File: config.mk
export PLATFORM = sky130hd
export DESIGN_NAME = i2c_bus_arbiter_flat
export DESIGN_NICKNAME = d
export VERILOG_FILES = /design/src/rtl/i2c_bus_arbiter_pkg.sv /design/src/rtl/i2c_bus_arbiter_if.sv /design/src/rtl/i2c_bus_arbiter_rr_arbiter.sv /design/src/rtl/i2c_bus_arbiter.sv /design/src/flat_wrapper.sv
export SDC_FILE = /design/constraint.sdc
export NUM_CORES = 1
export LEC_CHECK = 0
export ABC_AREA = 0
export BUFFER_PORTS_ARGS = -buffer_cell sky130_fd_sc_hd__buf_2
export CORE_ASPECT_RATIO = 0.75
export CORE_MARGIN = 2
export CORE_UTILIZATION = 50
export DETAILED_ROUTE_END_ITERATION = 7
export GPL_TIMING_DRIVEN = 0
export PLACE_DENSITY = 0.88
export SYNTH_ARGS = -nofsm -noshare
export SYNTH_HDL_FRONTEND = slang
export SYNTH_HIERARCHICAL = 1
export SYNTH_SLANG_ARGS = --single-unit
File: constraint.sdc
create_clock -name clk -period 3.43 [get_ports clk]
set_input_delay 0.5145 -clock clk [delete_from_list [all_inputs] [get_ports clk]]
set_output_delay 0.5145 -clock clk [all_outputs]
set_load 0.02 [all_outputs]
File: src/rtl/i2c_bus_arbiter_pkg.sv
// Shared definitions for the I2C bus arbiter: FSM state encoding and the
// address/data widths of the byte-level i2c_controller command interface.
package i2c_bus_arbiter_pkg;

  localparam int unsigned I2C_ADDR_W = 7;
  localparam int unsigned I2C_DATA_W = 8;

  typedef enum logic [1:0] {
    ST_IDLE    = 2'd0,
    ST_ISSUE   = 2'd1,
    ST_WAIT    = 2'd2,
    ST_RESPOND = 2'd3
  } arb_state_e;

endpackage

File: src/rtl/i2c_bus_arbiter_if.sv
// Command/completion interface between the arbiter and the i2c_controller.
//   master : arbiter side (drives ctrl_start/addr/rw/wdata)
//   slave  : controller side (drives ctrl_busy/done/ack/rdata)
interface i2c_bus_arbiter_if;
  import i2c_bus_arbiter_pkg::*;

  logic                  ctrl_start;
  logic [I2C_ADDR_W-1:0] ctrl_addr;
  logic                  ctrl_rw;
  logic [I2C_DATA_W-1:0] ctrl_wdata;
  logic                  ctrl_busy;
  logic                  ctrl_done;
  logic                  ctrl_ack;
  logic [I2C_DATA_W-1:0] ctrl_rdata;

  modport master (
    output ctrl_start, ctrl_addr, ctrl_rw, ctrl_wdata,
    input  ctrl_busy, ctrl_done, ctrl_ack, ctrl_rdata
  );

  modport slave (
    input  ctrl_start, ctrl_addr, ctrl_rw, ctrl_wdata,
    output ctrl_busy, ctrl_done, ctrl_ack, ctrl_rdata
  );

endinterface

File: src/rtl/i2c_bus_arbiter_rr_arbiter.sv
// Combinational round-robin selector.
//   req        : request vector
//   last       : index of the most recently served requester
//   grant_next : one-hot winner (first set req scanning last+1, last+2, ...)
//   idx        : binary index of the winner
//   any        : at least one request is set
module rr_arbiter #(
  parameter int unsigned NUM_REQ = 2,
  parameter int unsigned IDX_W   = $clog2(NUM_REQ)
) (
  input  logic [NUM_REQ-1:0] req,
  input  logic [IDX_W-1:0]   last,
  output logic [NUM_REQ-1:0] grant_next,
  output logic [IDX_W-1:0]   idx,
  output logic               any
);

  int unsigned cand;

  // Scan ends on last itself, so a lone persistent requester is re-granted.
  always_comb begin
    grant_next = '0;
    idx        = '0;
    any        = 1'b0;
    cand       = 0;
    for (int unsigned i = 1; i <= NUM_REQ; i++) begin
      cand = (32'(last) + i) % NUM_REQ;
      if (!any && req[cand]) begin
        any              = 1'b1;
        idx              = IDX_W'(cand);
        grant_next[cand] = 1'b1;
      end
    end
  end

endmodule

File: src/rtl/i2c_bus_arbiter.sv
// Shares one byte-level i2c_controller between NUM_REQ requesters.
// Round-robin arbitration, one outstanding transaction, command fields latched
// at grant, completion or timeout reported to the winner only.
//   clk, reset_bar          : clock, asynchronous active-low reset
//   req/req_addr/req_rw/req_wdata : per-requester command (packed slices)
//   grant, resp_valid       : one-hot owner and one-cycle completion pulse
//   resp_ack/timeout/rdata  : completion status, held until next capture
//   ctrl                    : command/completion interface to the controller
module i2c_bus_arbiter
  import i2c_bus_arbiter_pkg::*;
#(
  parameter int unsigned NUM_REQ        = 2,
  parameter int unsigned TIMEOUT_CYCLES = 100000
) (
  input  logic                           clk,
  input  logic                           reset_bar,
  input  logic [NUM_REQ-1:0]             req,
  input  logic [I2C_ADDR_W*NUM_REQ-1:0]  req_addr,
  input  logic [NUM_REQ-1:0]             req_rw,
  input  logic [I2C_DATA_W*NUM_REQ-1:0]  req_wdata,
  output logic [NUM_REQ-1:0]             grant,
  output logic [NUM_REQ-1:0]             resp_valid,
  output logic                           resp_ack,
  output logic                           resp_timeout,
  output logic [I2C_DATA_W-1:0]          resp_rdata,
  i2c_bus_arbiter_if.master              ctrl
);

  localparam int unsigned IDX_W = $clog2(NUM_REQ);
  localparam int unsigned CNT_W = $clog2(TIMEOUT_CYCLES + 1);
  localparam logic [CNT_W-1:0] CNT_EXPIRE = CNT_W'(TIMEOUT_CYCLES - 1);
  localparam logic [CNT_W-1:0] CNT_MAX    = '1;
  localparam logic [IDX_W-1:0] LAST_RST   = IDX_W'(NUM_REQ - 1);

  arb_state_e            state_q, state_d;
  logic [NUM_REQ-1:0]    grant_q, grant_d;
  logic [NUM_REQ-1:0]    resp_valid_q, resp_valid_d;
  logic                  resp_ack_q, resp_ack_d;
  logic                  resp_timeout_q, resp_timeout_d;
  logic [I2C_DATA_W-1:0] resp_rdata_q, resp_rdata_d;
  logic                  ctrl_start_q, ctrl_start_d;
  logic [I2C_ADDR_W-1:0] ctrl_addr_q, ctrl_addr_d;
  logic                  ctrl_rw_q, ctrl_rw_d;
  logic [I2C_DATA_W-1:0] ctrl_wdata_q, ctrl_wdata_d;
  logic [IDX_W-1:0]      win_q, win_d;
  logic [IDX_W-1:0]      last_q, last_d;
  logic [CNT_W-1:0]      cnt_q, cnt_d;

  logic [NUM_REQ-1:0]    rr_grant;
  logic [IDX_W-1:0]      rr_idx;
  logic                  rr_any;

  logic [I2C_ADDR_W-1:0] slot_addr  [NUM_REQ];
  logic [I2C_DATA_W-1:0] slot_wdata [NUM_REQ];

  for (genvar g = 0; g < NUM_REQ; g++) begin : g_slot
    assign slot_addr[g]  = req_addr[g*I2C_ADDR_W +: I2C_ADDR_W];
    assign slot_wdata[g] = req_wdata[g*I2C_DATA_W +: I2C_DATA_W];
  end

  rr_arbiter #(
    .NUM_REQ (NUM_REQ),
    .IDX_W   (IDX_W)
  ) u_rr (
    .req        (req),
    .last       (last_q),
    .grant_next (rr_grant),
    .idx        (rr_idx),
    .any        (rr_any)
  );

  always_comb begin
    state_d        = state_q;
    grant_d        = grant_q;
    resp_valid_d   = '0;
    resp_ack_d     = resp_ack_q;
    resp_timeout_d = resp_timeout_q;
    resp_rdata_d   = resp_rdata_q;
    ctrl_start_d   = 1'b0;
    ctrl_addr_d    = ctrl_addr_q;
    ctrl_rw_d      = ctrl_rw_q;
    ctrl_wdata_d   = ctrl_wdata_q;
    win_d          = win_q;
    last_d         = last_q;
    cnt_d          = cnt_q;

    unique case (state_q)
      ST_IDLE: begin
        if (rr_any && !ctrl.ctrl_busy) begin
          grant_d      = rr_grant;
          win_d        = rr_idx;
          ctrl_addr_d  = slot_addr[rr_idx];
          ctrl_rw_d    = req_rw[rr_idx];
          ctrl_wdata_d = slot_wdata[rr_idx];
          // Registered start is high while the FSM sits in ISSUE.
          ctrl_start_d = 1'b1;
          state_d      = ST_ISSUE;
        end
      end
      ST_ISSUE: begin
        cnt_d   = '0;
        state_d = ST_WAIT;
      end
      ST_WAIT: begin
        // Completion takes precedence over a coincident expiry.
        if (ctrl.ctrl_done) begin
          resp_ack_d     = ctrl.ctrl_ack;
          resp_rdata_d   = ctrl.ctrl_rdata;
          resp_timeout_d = 1'b0;
          resp_valid_d   = grant_q;
          state_d        = ST_RESPOND;
        end else if (cnt_q == CNT_EXPIRE) begin
          resp_ack_d     = 1'b0;
          resp_rdata_d   = '0;
          resp_timeout_d = 1'b1;
          resp_valid_d   = grant_q;
          state_d        = ST_RESPOND;
        end else if (cnt_q != CNT_MAX) begin
          cnt_d = cnt_q + 1'b1;
        end
      end
      ST_RESPOND: begin
        grant_d = '0;
        last_d  = win_q;
        state_d = ST_IDLE;
      end
      default: state_d = ST_IDLE;
    endcase
  end

  always_ff @(posedge clk or negedge reset_bar) begin
    if (!reset_bar) begin
      state_q        <= ST_IDLE;
      grant_q        <= '0;
      resp_valid_q   <= '0;
      resp_ack_q     <= 1'b0;
      resp_timeout_q <= 1'b0;
      resp_rdata_q   <= '0;
      ctrl_start_q   <= 1'b0;
      ctrl_addr_q    <= '0;
      ctrl_rw_q      <= 1'b0;
      ctrl_wdata_q   <= '0;
      win_q          <= '0;
      last_q         <= LAST_RST;
      cnt_q          <= '0;
    end else begin
      state_q        <= state_d;
      grant_q        <= grant_d;
      resp_valid_q   <= resp_valid_d;
      resp_ack_q     <= resp_ack_d;
      resp_timeout_q <= resp_timeout_d;
      resp_rdata_q   <= resp_rdata_d;
      ctrl_start_q   <= ctrl_start_d;
      ctrl_addr_q    <= ctrl_addr_d;
      ctrl_rw_q      <= ctrl_rw_d;
      ctrl_wdata_q   <= ctrl_wdata_d;
      win_q          <= win_d;
      last_q         <= last_d;
      cnt_q          <= cnt_d;
    end
  end

  assign grant           = grant_q;
  assign resp_valid      = resp_valid_q;
  assign resp_ack        = resp_ack_q;
  assign resp_timeout    = resp_timeout_q;
  assign resp_rdata      = resp_rdata_q;
  assign ctrl.ctrl_start = ctrl_start_q;
  assign ctrl.ctrl_addr  = ctrl_addr_q;
  assign ctrl.ctrl_rw    = ctrl_rw_q;
  assign ctrl.ctrl_wdata = ctrl_wdata_q;

endmodule

File: src/flat_wrapper.sv
// flat-port wrapper written by rule: the top's interface ports become plain ports
module i2c_bus_arbiter_flat import i2c_bus_arbiter_pkg::*;
#(
  parameter int unsigned NUM_REQ        = 2,
  parameter int unsigned TIMEOUT_CYCLES = 100000
)
  (clk, reset_bar, req, req_addr, req_rw, req_wdata, grant, resp_valid, resp_ack, resp_timeout, resp_rdata, ctrl_ctrl_start, ctrl_ctrl_addr, ctrl_ctrl_rw, ctrl_ctrl_wdata, ctrl_ctrl_busy, ctrl_ctrl_done, ctrl_ctrl_ack, ctrl_ctrl_rdata);
  i2c_bus_arbiter_if ctrl_i ();
  input  logic clk;
  input  logic reset_bar;
  input  logic [NUM_REQ-1:0] req;
  input  logic [I2C_ADDR_W*NUM_REQ-1:0] req_addr;
  input  logic [NUM_REQ-1:0] req_rw;
  input  logic [I2C_DATA_W*NUM_REQ-1:0] req_wdata;
  output logic [NUM_REQ-1:0] grant;
  output logic [NUM_REQ-1:0] resp_valid;
  output logic resp_ack;
  output logic resp_timeout;
  output logic [I2C_DATA_W-1:0] resp_rdata;
  output wire logic [$bits(ctrl_i.ctrl_start)-1:0] ctrl_ctrl_start;
  output wire logic [$bits(ctrl_i.ctrl_addr)-1:0] ctrl_ctrl_addr;
  output wire logic [$bits(ctrl_i.ctrl_rw)-1:0] ctrl_ctrl_rw;
  output wire logic [$bits(ctrl_i.ctrl_wdata)-1:0] ctrl_ctrl_wdata;
  input wire logic [$bits(ctrl_i.ctrl_busy)-1:0] ctrl_ctrl_busy;
  input wire logic [$bits(ctrl_i.ctrl_done)-1:0] ctrl_ctrl_done;
  input wire logic [$bits(ctrl_i.ctrl_ack)-1:0] ctrl_ctrl_ack;
  input wire logic [$bits(ctrl_i.ctrl_rdata)-1:0] ctrl_ctrl_rdata;
  assign ctrl_ctrl_start = ctrl_i.ctrl_start;
  assign ctrl_ctrl_addr = ctrl_i.ctrl_addr;
  assign ctrl_ctrl_rw = ctrl_i.ctrl_rw;
  assign ctrl_ctrl_wdata = ctrl_i.ctrl_wdata;
  assign ctrl_i.ctrl_busy = ctrl_ctrl_busy;
  assign ctrl_i.ctrl_done = ctrl_ctrl_done;
  assign ctrl_i.ctrl_ack = ctrl_ctrl_ack;
  assign ctrl_i.ctrl_rdata = ctrl_ctrl_rdata;
  i2c_bus_arbiter #(.NUM_REQ(NUM_REQ), .TIMEOUT_CYCLES(TIMEOUT_CYCLES)) u_core (.clk(clk), .reset_bar(reset_bar), .req(req), .req_addr(req_addr), .req_rw(req_rw), .req_wdata(req_wdata), .grant(grant), .resp_valid(resp_valid), .resp_ack(resp_ack), .resp_timeout(resp_timeout), .resp_rdata(resp_rdata), .ctrl(ctrl_i));
endmodule
==> flow_metrics.tcl, run 1 <==
set metrics [dict create \
    grt_first_pass_wirelength_um 9860 \
    synth-xor-area-share_pct 0 \
    die_height_um 66.54 \
    postCtsHoldBufs 0 \
    wire_per_inst_um 14.87 \
    final_hold_viol_count 0 \
    async_s_r_ff_share_synth_pct 100.0 \
    timing.setup.critical_path_class "register to register" \
    max_clock_freq_ghz 0.3769 \
    num_io_pins 78 \
    ys_dominant_reg_cell "sky130_fd_sc_hd__dfrtp_1" \
    syn_nets 310 \
    synth_compound_area_share_pct 17.08 \
    numClockSinks 52 \
    timing.critical_path.to_type "register" \
    timing.max_slew.rel_slack_pct 24.28 \
    period_share_pct 77.36 \
    first_global_vias 2121 \
    fraction_of_layout_instances_using_a_drive_strength_above_1_pct 28.07 \
    yosys_register_bits 52 \
    p_leak_nw 1.561 \
    finalSetupViolCount 0 \
    cp-start-kind "register" \
    synthAdderAreaFrac_pct 2.879 \
    detailed_place_hpwl_um 4353 \
    cts_tree "done" \
    drc 0 \
    ys_warn_count 6 \
    grt_overflow 0 \
    fin_nets 394 \
    htree_levels 2 \
    grt_setup_unrepaired "false" \
    mostFrequentLayoutCells "sky130_fd_sc_hd__buf_2, sky130_fd_sc_hd__dfrtp_1, sky130_fd_sc_hd__nand2_1" \
    synth_enable_flop_cells 0 \
    placed_cells_incl_taps 394 \
    chipWidth_um 87.39 \
    worst-slew-pin-transition_ns 1.136 \
    placeableCoreArea_sq_um 4955 \
    place_congestion 0.8932 \
    clk_pin_slew_ns 0.10 \
    run_status "finished clean" \
    post_route_insts_no_fill 402 \
    antenna_violating_nets_post_route 0 \
    nFillCells 393 \
    avgSynthCellArea_sq_um 10.15 \
    synth_simple_gate_area_share_pct 16.99 \
    timing.final.crit_period_ns 2.653 \
    r2r-start "u_core/cnt_q[8]" \
    first_iter_violations 189 \
    initial_core_util_pct 52.63 \
    fp-row-count 22 \
    synth.cell_area_sq_um 2608 \
    crit_fanout 10 \
    post_cts.resized_instances 0 \
    insertedDiodeCount 0 \
    worst_hold_path_type "input pin to async pin" \
    final-max-slew-violation-count 0 \
    crit_path_start "u_core/cnt_q[8]" \
    grt_start_max_net_pins 53 \
    syn_to_final_growth_pct 22.07 \
    timing.critical_path.arrival_ns 2.84 \
    drt-pass1-iter-count 4 \
    grt_util_all_layers_pct 21.88 \
    final-seq-area_sq_um 1303 \
    synth.lib_cells_used.distinct 48 \
    synth-seq-area-share_pct 49.95 \
    cts_setup_buffers 0 \
    cts_inserted_buffers 5 \
    cellPowerDensity_nw_per_um2 731.4 \
    die-area_sq_um 5815 \
    grt_antenna_before_repair 0 \
    drv_cap 0 \
    area_occupied_by_multi_input_gates_sq_um 1197 \
    max-vdd-ir-drop_mv 0.4605 \
    ctsLongestPathBuffers 2 \
    yosys-mux-area-fraction_pct 8.973 \
    detail_route.wirelength_um 5978 \
    detail_route.vias_per_cell 5.639 \
    layout.cells.most_common "sky130_fd_sc_hd__buf_2" \
    via_count 2267 \
    fin_setup_tns_ns 0 \
    clkLatencyLatePin_ns 0.31 \
    root_buffer_master "sky130_fd_sc_hd__clkbuf_8" \
    combinational_family_with_the_most_area_after_synthesis "compound AO/OA/AOI/OAI gates" \
    synth_cells 257 \
    portBuffers 77 \
    worstPathRequired_ns 3.61 \
    skew_ns 0.008430 \
]
==> stage by stage <==
step	area, sq um	power [mW]	util (%)	setup WS, ns	hold WS [ns]
6_report	3183	2.328	64.24	0.7766	0.4196
5_1_grt	3183	2.484	64.24	0.5779	0.4146
4_1_cts	3183	2.344	64.24	0.7992	0.4137
3_5_place_dp	3068	1.905	61.92	0.8090	0.4654
3_3_place_gp	3068	1.859	61.92	0.8629	0.4582
2_1_floorplan	2608	1.574	-	1.023	0.2189
==> critical path, stage by stage (launching register included) <==
cell,delay [ns]
sky130_fd_sc_hd__dfrtp_1,0.46
sky130_fd_sc_hd__and4_1,0.21
sky130_fd_sc_hd__clkbuf_1,0.15
sky130_fd_sc_hd__nand3_1,0.15
sky130_fd_sc_hd__nor2_1,0.07
sky130_fd_sc_hd__ha_1,0.22
sky130_fd_sc_hd__or3b_1,0.35
sky130_fd_sc_hd__buf_2,0.16
sky130_fd_sc_hd__clkbuf_1,0.24
sky130_fd_sc_hd__o311ai_0,0.38
sky130_fd_sc_hd__o31ai_1,0.14
==> per-layer routing <==
metal	GRT usage (%)	part of all wire [%]	up-vias
met3	5.452	5.9	10
met4	8.269	1.5	0
met5	0	0	-
met2	33.14	46	66
li1	-	-	1101
met1	30.28	47	1090
==> cells in the mapped netlist, drive strengths merged, types with 2 or more instances <==
cell type / instances / area, sq um
a21boi: 3 / 22.52
a21oi: 2 / 10.01
a22o: 9 / 78.83
a31oi: 6 / 37.54
and3: 2 / 12.51
and4: 3 / 26.28
buf: 7 / 32.53
clkbuf: 9 / 33.78
dfrtp: 51 / 1276
ha: 6 / 75.07
inv: 11 / 41.29
mux2: 3 / 33.78
mux2i: 20 / 200.2
nand2: 34 / 127.6
nand2b: 5 / 31.28
nand3: 5 / 25.02
nand4: 4 / 25.02
nor2: 9 / 33.78
nor2b: 2 / 12.51
nor3: 4 / 20.02
nor4b: 2 / 17.52
nor4bb: 2 / 20.02
o211ai: 2 / 15.01
o21a: 2 / 15.01
o21ai: 23 / 115.1
o22a: 2 / 17.52
o311ai: 5 / 43.79
o31ai: 4 / 30.03
or2: 2 / 12.51
or3: 3 / 23.77
or4: 2 / 15.01
==> cell families after synthesis <==
family                   Yosys count
AND/OR/NAND/NOR                   84
flip-flops                        52
buffers and inverters             27
multiplexers                      23
adder cells (fa/ha/maj)            6
AO/OA/AOI/OAI                     65
==> path summary, 6_finish.rpt <==
check,end,slack [ns],cells past startpoint
worst min register to register,u_core/ctrl.ctrl_addr[1],0.48,2
worst max register to register,u_core/cnt_q[4],0.78,10
min in group clk,u_core/resp_rdata[3],0.42,2
max in group asynchronous,u_core/ctrl.ctrl_wdata[7],2.32,1
worst min-delay path,u_core/cnt_q[5],0.42,1
worst max-delay path,u_core/cnt_q[4],0.78,10
==> power breakdown <==
part           total (mW)  switching [mW]  internal (mW)
clock network       0.431           0.211          0.220
logic               0.963           0.593          0.370
registers           0.934           0.120          0.813
total                2.33           0.925           1.40
==> layout make-up <==
cell class,instances,area share [%]
clock buffer,5,2.162
inverter,11,1.297
buffer,16,2.083
clock inverter,3,1.454
sequential,52,40.92
multi-input combinational,178,37.62
timing repair buffer,77,12.11
tap,60,2.358
==> registers in the layout (all words and copies together) (netlist names) <==
signal,cells
u_core/cnt_q,17
u_core/ctrl.ctrl_wdata,8
u_core/resp_ack,1
u_core/resp_timeout,1
u_core/grant,2
u_core/resp_rdata,8
u_core/resp_valid,2
u_core/ctrl.ctrl_start,1
u_core/ctrl.ctrl_rw,1
u_core/state_q,2
u_core/win_q,1
u_core/last_q,1
u_core/ctrl.ctrl_addr,7
No activity file was read; power rests on OpenSTA's default activity.
==> run 2: changes to the inputs <==
Settings changed: ABC_AREA 0 to 1, PLACE_DENSITY 0.88 to 0.87.
Clock period 3.43 ns to 2.53 ns, I/O delays scaled along.
==> run 2 against run 1 <==
Effect of this change: setup slack got worse by 0.49 ns; clock power rose by 12%; first-iteration DRC count fell by 25%; maximum frequency rose by 18%; die area rose by 4.0%; area after synthesis rose by 4.2%; power rose by 36%; final area rose by 3.3%; critical path depth rose by 1; synthesized cell count rose by 37%; flip-flop and latch count did not move; critical path type unchanged; critical endpoint is now u_core/cnt_q[1].
==> flow_metrics.tcl, run 2 <==
set metrics [dict create \
    synth_top_cell_area_share_pct 46.98 \
    finalSetupViolCount 0 \
    fp-row-count 23 \
    grt_start_max_net_pins 53 \
    detail_route.wirelength_um 6241 \
    root_buffer_master "sky130_fd_sc_hd__clkbuf_8" \
    utilization_pct 62.12 \
    first_iter_violations 142 \
    cts_setup_buffers 0 \
    portBuffers 77 \
    yosys_register_bits 52 \
    synthAdderAreaFrac_pct 2.764 \
    cellPowerDensity_nw_per_um2 961.4 \
    grt_first_pass_wirelength_um 10030 \
    post_synth_most_frequent_cells "sky130_fd_sc_hd__nand2_1, sky130_fd_sc_hd__nor2_1, sky130_fd_sc_hd__dfrtp_1" \
    yosys-mux-area-fraction_pct 0 \
    grt_antenna_before_repair 0 \
    cts_inserted_buffers 5 \
    first_global_vias 2275 \
    detail_route.vias_per_cell 5.010 \
    die-area_sq_um 6044 \
    chipWidth_um 89.11 \
    syn_nets 404 \
    antenna_violating_nets_post_route 0 \
    htree_levels 2 \
    number_of_flip_flops_in_the_largest_register 17 \
    worstPathRequired_ns 2.77 \
    combinational_family_with_the_most_area_after_synthesis "simple AND/OR/NAND/NOR gates" \
    timing.max_slew.rel_slack_pct 26.27 \
    initial_core_util_pct 51.30 \
    preCtsSetupSlack_ns 0.3772 \
    grt_setup_unrepaired "false" \
    grt_util_all_layers_pct 21.52 \
    run_status "finished clean" \
    post_cts.resized_instances 0 \
    placeableCoreArea_sq_um 5295 \
    place_congestion 0.9101 \
    largest-register "u_core/cnt_q" \
    synth_top_area_cell "sky130_fd_sc_hd__dfrtp_1" \
    grtUsageMet2_pct 33.61 \
    fin_nets 488 \
    layout.cells.most_common "sky130_fd_sc_hd__nand2_1" \
    timing.critical_path.to_type "register" \
    synth_cells 351 \
    final_hold_viol_count 0 \
    grtUsageMet1_pct 29.16 \
    drt-pass1-iter-count 4 \
    skew_ns 0.005012 \
    ys_dominant_reg_cell "sky130_fd_sc_hd__dfrtp_1" \
    ctsLongestPathBuffers 2 \
    cp-start-kind "register" \
    p_leak_nw 1.710 \
    post_route_insts_no_fill 511 \
    synth_top_cells_by_area "sky130_fd_sc_hd__dfrtp_1, sky130_fd_sc_hd__nand2_1, sky130_fd_sc_hd__nor2_1" \
    synth_simple_gate_area_share_pct 31.18 \
    yosys.cell_count.top_type "sky130_fd_sc_hd__nand2_1" \
    synth.lib_cells_used.distinct 31 \
    clk_pin_slew_ns 0.09 \
    mostFrequentLayoutCells "sky130_fd_sc_hd__nand2_1, sky130_fd_sc_hd__buf_2, sky130_fd_sc_hd__nor2_1" \
    max_clock_freq_ghz 0.4458 \
    placed_cells_incl_taps 503 \
    via_count 2560 \
    postCtsHoldBufs 0 \
    die_height_um 67.83 \
    ys_warn_count 6 \
    synth-seq-area-share_pct 47.95 \
    timing.setup.critical_path_class "register to register" \
    num_io_pins 78 \
    worst_hold_path_type "input pin to async pin" \
    synth_enable_flop_cells 0 \
    avgSynthCellArea_sq_um 7.739 \
    grt.busiest_layer "met2" \
    grt_overflow 0 \
    grt.met3_usage_pct 5.428 \
    drv_cap 0 \
    numClockSinks 52 \
    timing.final.crit_period_ns 2.243 \
    cts_tree "done" \
    drc 0 \
    insertedDiodeCount 0 \
    final-max-slew-violation-count 0 \
    timing.critical_path.arrival_ns 2.49 \
    synth.cell_area_sq_um 2716 \
    async_s_r_ff_share_synth_pct 100.0 \
    worst-slew-pin-transition_ns 1.106 \
    wire_per_inst_um 12.21 \
    detailed_place_hpwl_um 4617 \
    fin_setup_tns_ns 0 \
    max-vdd-ir-drop_mv 0.5826 \
    period_share_pct 88.66 \
    clkLatencyLatePin_ns 0.30 \
    crit_fanout 7 \
    final.setup.worst_slack_ns 0.2868 \
    synth-xor-area-share_pct 0.3224 \
    syn_to_final_growth_pct 21.10 \
    synth_compound_area_share_pct 11.05 \
    fraction_of_layout_instances_using_a_drive_strength_above_1_pct 23.62 \
]
run 2: changes by cell type after synthesis, sizes merged, moves of 5 or more:
cell,previous run,this run
a22o,9,0
mux2i,20,0
nand2,34,104
o311ai,5,0
nand2b,5,0
a21oi,2,8
a31oi,6,0
inv,11,25
nor2,9,66
o31ai,4,16
nand3,5,25
run 2: report_power, final:
part / internal, mW / switching (mW)
Clock: 0.223 / 0.259
Combinational: 0.500 / 0.928
Sequential: 1.09 / 0.161
Total: 1.81 / 1.35
run 2: cell families (layout without fill, tap and decap cells):
logic type      count (synthesis)  after routing
compound gates                 50             50
flops                          52             52
xor+xnor                        1              1
simple gates                  203            203
buf+inv                        39            124
fa+ha+maj                       6              6
run 2: final cells by class:
| class | instances | area (sq um) |
|---|---|---|
| Sequential cell | 52 | 1303 |
| Multi-Input combinational cell | 260 | 1231 |
| Buffer | 13 | 85.08 |
| Timing Repair Buffer | 77 | 385.4 |
| Tap cell | 75 | 93.84 |
| Clock buffer | 7 | 86.33 |
| Inverter | 26 | 97.59 |
| Clock inverter | 1 | 7.507 |
| Fill cell | 499 | 2006 |
run 2: path summary, 6_finish.rpt:
path,from,cells past startpoint,slack [ns],endpoint
worst max-delay path,u_core/cnt_q[0],11,0.29,u_core/cnt_q[1]
worst min register to register,u_core/resp_ack,2,0.47,u_core/resp_ack
worst min-delay path,reset_bar,1,0.28,u_core/cnt_q[9]
worst max register to register,u_core/cnt_q[0],11,0.29,u_core/cnt_q[1]
max in group asynchronous,reset_bar,1,1.57,u_core/ctrl.ctrl_addr[1]
min in group clk,ctrl_ctrl_rdata[3],3,0.28,u_core/resp_rdata[3]
run 2: through the flow:
step                area (sq um)  hold WS, ns  power (mW)
floorplan                   2716      0.08391       2.203
global placement            3196       0.4502       2.631
detailed placement          3196       0.4543       2.689
CTS                         3289       0.2708       3.186
global route                3289       0.2749       3.385
finish                      3289       0.2767       3.162
run 2: metal layers:
layer | vias to the layer above | wire [um]
li1 | 1292 | -
met1 | 1143 | 2877
met2 | 112 | 2743
met3 | 13 | 506
met4 | 0 | 114
met5 | - | 0
run 2: worst max-delay path: stages (launching register included):
cell                      delay (ns)
sky130_fd_sc_hd__dfrtp_1        0.43
sky130_fd_sc_hd__ha_1           0.25
sky130_fd_sc_hd__nand3_1        0.14
sky130_fd_sc_hd__inv_2          0.10
sky130_fd_sc_hd__nand4_1        0.10
sky130_fd_sc_hd__nor3_1         0.06
sky130_fd_sc_hd__ha_1           0.18
sky130_fd_sc_hd__o21ai_0        0.25
sky130_fd_sc_hd__inv_1          0.07
sky130_fd_sc_hd__nor2_1         0.36
sky130_fd_sc_hd__nand3_1        0.15
sky130_fd_sc_hd__nand2_1        0.09
==> run 3: changes to the inputs <==
Settings changed: ABC_AREA 1 to unset, PLACE_DENSITY 0.87 to 0.88.
==> run 3 against run 2 <==
Effect of this change: combinational power shrank 5%; non-clock buffer count up 8; utilization up 3.7 points; critical path depth decreased by 1; die area decreased by 3.8%; via count is 9.6% lower; clock power rose by 22%; cell count is 20% lower; setup slack lost 0.20 ns; power increased by 1.6%; largest power group unchanged; highest routed layer unchanged.
==> flow_metrics.tcl, run 3 (synthesis gave the netlist of run 1 again) <==
set metrics [dict create \
    run_status "finished clean" \
    fp-row-count 22 \
    place_congestion 0.8932 \
    grt.busiest_layer "met2" \
    worstPathRequired_ns 2.73 \
    preCtsSetupSlack_ns -0.09103 \
    max_clock_freq_ghz 0.4101 \
    initial_core_util_pct 52.63 \
    min_delay_path_depth 2 \
    number_of_flip_flops_in_the_largest_register 17 \
    htree_levels 2 \
    syn_to_final_growth_pct 25.05 \
    antenna_violating_nets_post_route 0 \
    final.setup.worst_slack_ns 0.09140 \
    grt_setup_unrepaired "false" \
    largest-register "u_core/cnt_q" \
    crit_fanout 7 \
    timing.critical_path.arrival_ns 2.64 \
    worst_hold_startpoint "ctrl_ctrl_rdata[3]" \
    drv_cap 0 \
    timing.max_slew.rel_slack_pct 24.25 \
    fin_setup_tns_ns 0 \
    utilization_pct 65.81 \
    fraction_of_layout_instances_using_a_drive_strength_above_1_pct 31.70 \
    final_hold_viol_count 0 \
    p_leak_nw 1.595 \
    grt_antenna_before_repair 0 \
    final-max-slew-violation-count 0 \
    first_iter_violations 200 \
    grt_start_max_net_pins 53 \
    portBuffers 77 \
    finalSetupViolCount 0 \
    detail_route.wirelength_um 6186 \
    placed_cells_incl_taps 394 \
    dpl-instance-area_sq_um 3068 \
    drc 0 \
    cts_tree "done" \
    drt-pass1-iter-count 4 \
    grt_overflow 0 \
    root_buffer_master "sky130_fd_sc_hd__clkbuf_8" \
    mostFrequentLayoutCells "sky130_fd_sc_hd__buf_2, sky130_fd_sc_hd__dfrtp_1, sky130_fd_sc_hd__nand2_1" \
    worst-slew-pin-transition_ns 1.136 \
    ctsLongestPathBuffers 2 \
    clk_pin_slew_ns 0.10 \
    r2r-start "u_core/cnt_q[0]" \
    post_route_insts_no_fill 407 \
    max-vdd-ir-drop_mv 0.6245 \
    timing.setup.critical_path_class "register to register" \
    num_io_pins 78 \
    worst_r2r_endpoint "u_core/cnt_q[9]" \
    insertedDiodeCount 0 \
    first_global_vias 2166 \
    post-layout-total-power_mw 3.213 \
    fin_nets 399 \
    cellPowerDensity_nw_per_um2 985.5 \
    grt_util_all_layers_pct 22.52 \
    layout.cells.most_common "sky130_fd_sc_hd__buf_2" \
    skew_ns 0.009846 \
    worst_hold_path_type "input pin to register" \
    detailed_place_hpwl_um 4353 \
    post-route-cell-area_sq_um 3261 \
    numClockSinks 52 \
    wire_per_inst_um 15.20 \
    timing.hold.worst_endpoint "u_core/resp_rdata[3]" \
    grtUsageMet2_pct 34.38 \
    chipWidth_um 87.39 \
    detail_route.vias_per_cell 5.688 \
    timing.final.crit_period_ns 2.439 \
    die_height_um 66.54 \
    grt_first_pass_wirelength_um 10140 \
    grtUsageMet1_pct 31.15 \
    cts_inserted_buffers 5 \
    grt.met3_usage_pct 5.452 \
    cp-start-kind "register" \
    clkLatencyLatePin_ns 0.31 \
    setup_slack_reg_to_reg_ns 0.09 \
    via_count 2315 \
    placeableCoreArea_sq_um 4955 \
    rr_worst_depth 10 \
    timing.critical_path.to_type "register" \
    fin_hold_ws_ns 0.2838 \
    die-area_sq_um 5815 \
    postCtsHoldBufs 0 \
    period_share_pct 96.39 \
]
run 3: changes by cell type in the layout (fill, tap and decap cells not counted), moves of 6 or more:
cell and change:
sky130_fd_sc_hd__a21oi_1 -6, sky130_fd_sc_hd__a22o_1 +9, sky130_fd_sc_hd__a31oi_1 +6, sky130_fd_sc_hd__buf_4 +8, sky130_fd_sc_hd__inv_1 -13, sky130_fd_sc_hd__mux2i_1 +20, sky130_fd_sc_hd__nand2_1 -69, sky130_fd_sc_hd__nand3_1 -19
sky130_fd_sc_hd__nor2_1 -54, sky130_fd_sc_hd__o31ai_1 -12
run 3: worst max-delay path by stage:
| stage | start | end | slack (ns) | cells after the start |
|---|---|---|---|---|
| global placement | u_core/cnt_q[10] | u_core/cnt_q[9] | -0.04 | 10 |
| finish | u_core/cnt_q[0] | u_core/cnt_q[9] | 0.09 | 10 |
| floorplan | u_core/cnt_q[0] | u_core/cnt_q[9] | 0.12 | 10 |
| detailed placement | u_core/cnt_q[8] | u_core/cnt_q[4] | -0.09 | 10 |
| global route | u_core/cnt_q[1] | u_core/cnt_q[9] | 0.009 | 10 |
| CTS | u_core/cnt_q[0] | u_core/cnt_q[9] | 0.03 | 10 |
run 3: final cells by class:
class,count,area (sq um)
well taps,60,75.07
clock inverters,3,46.29
clock buffers,5,68.82
plain buffers,14,62.56
fillers,398,1694
repair buffers,84,437.9
flip-flops and latches,52,1304
multi-input cells,178,1225
inverters,11,41.29
run 3: report_power, final:
group | switching [mW] | internal, mW | total [mW]
Clock | 0.288 | 0.298 | 0.586
Sequential | 0.167 | 1.10 | 1.27
Combinational | 0.821 | 0.536 | 1.36
Total | 1.28 | 1.94 | 3.21
run 3: critical path, cell delays in order (launching register included):
cell and delay, ns:
sky130_fd_sc_hd__dfrtp_1 0.44, sky130_fd_sc_hd__ha_4 0.19, sky130_fd_sc_hd__and4_4 0.15, sky130_fd_sc_hd__nand4_1 0.08, sky130_fd_sc_hd__nor2_1 0.05, sky130_fd_sc_hd__ha_2 0.19, sky130_fd_sc_hd__or3b_1 0.35, sky130_fd_sc_hd__buf_4 0.17
sky130_fd_sc_hd__or3_4 0.35, sky130_fd_sc_hd__o21a_1 0.18, sky130_fd_sc_hd__o22a_1 0.17
run 3: metal layers:
metal	vias up	wire [um]
met5	-	0
met4	0	89
met3	10	422
met2	87	2928
met1	1111	2745
li1	1107	-
run 3: what timing repair did:
item / CTS / global route
setup buffers: 5 / 2
gates resized for setup: 5 / 8
pin swaps: 0 / 2
endpoints found under the setup margin: 8 / 11
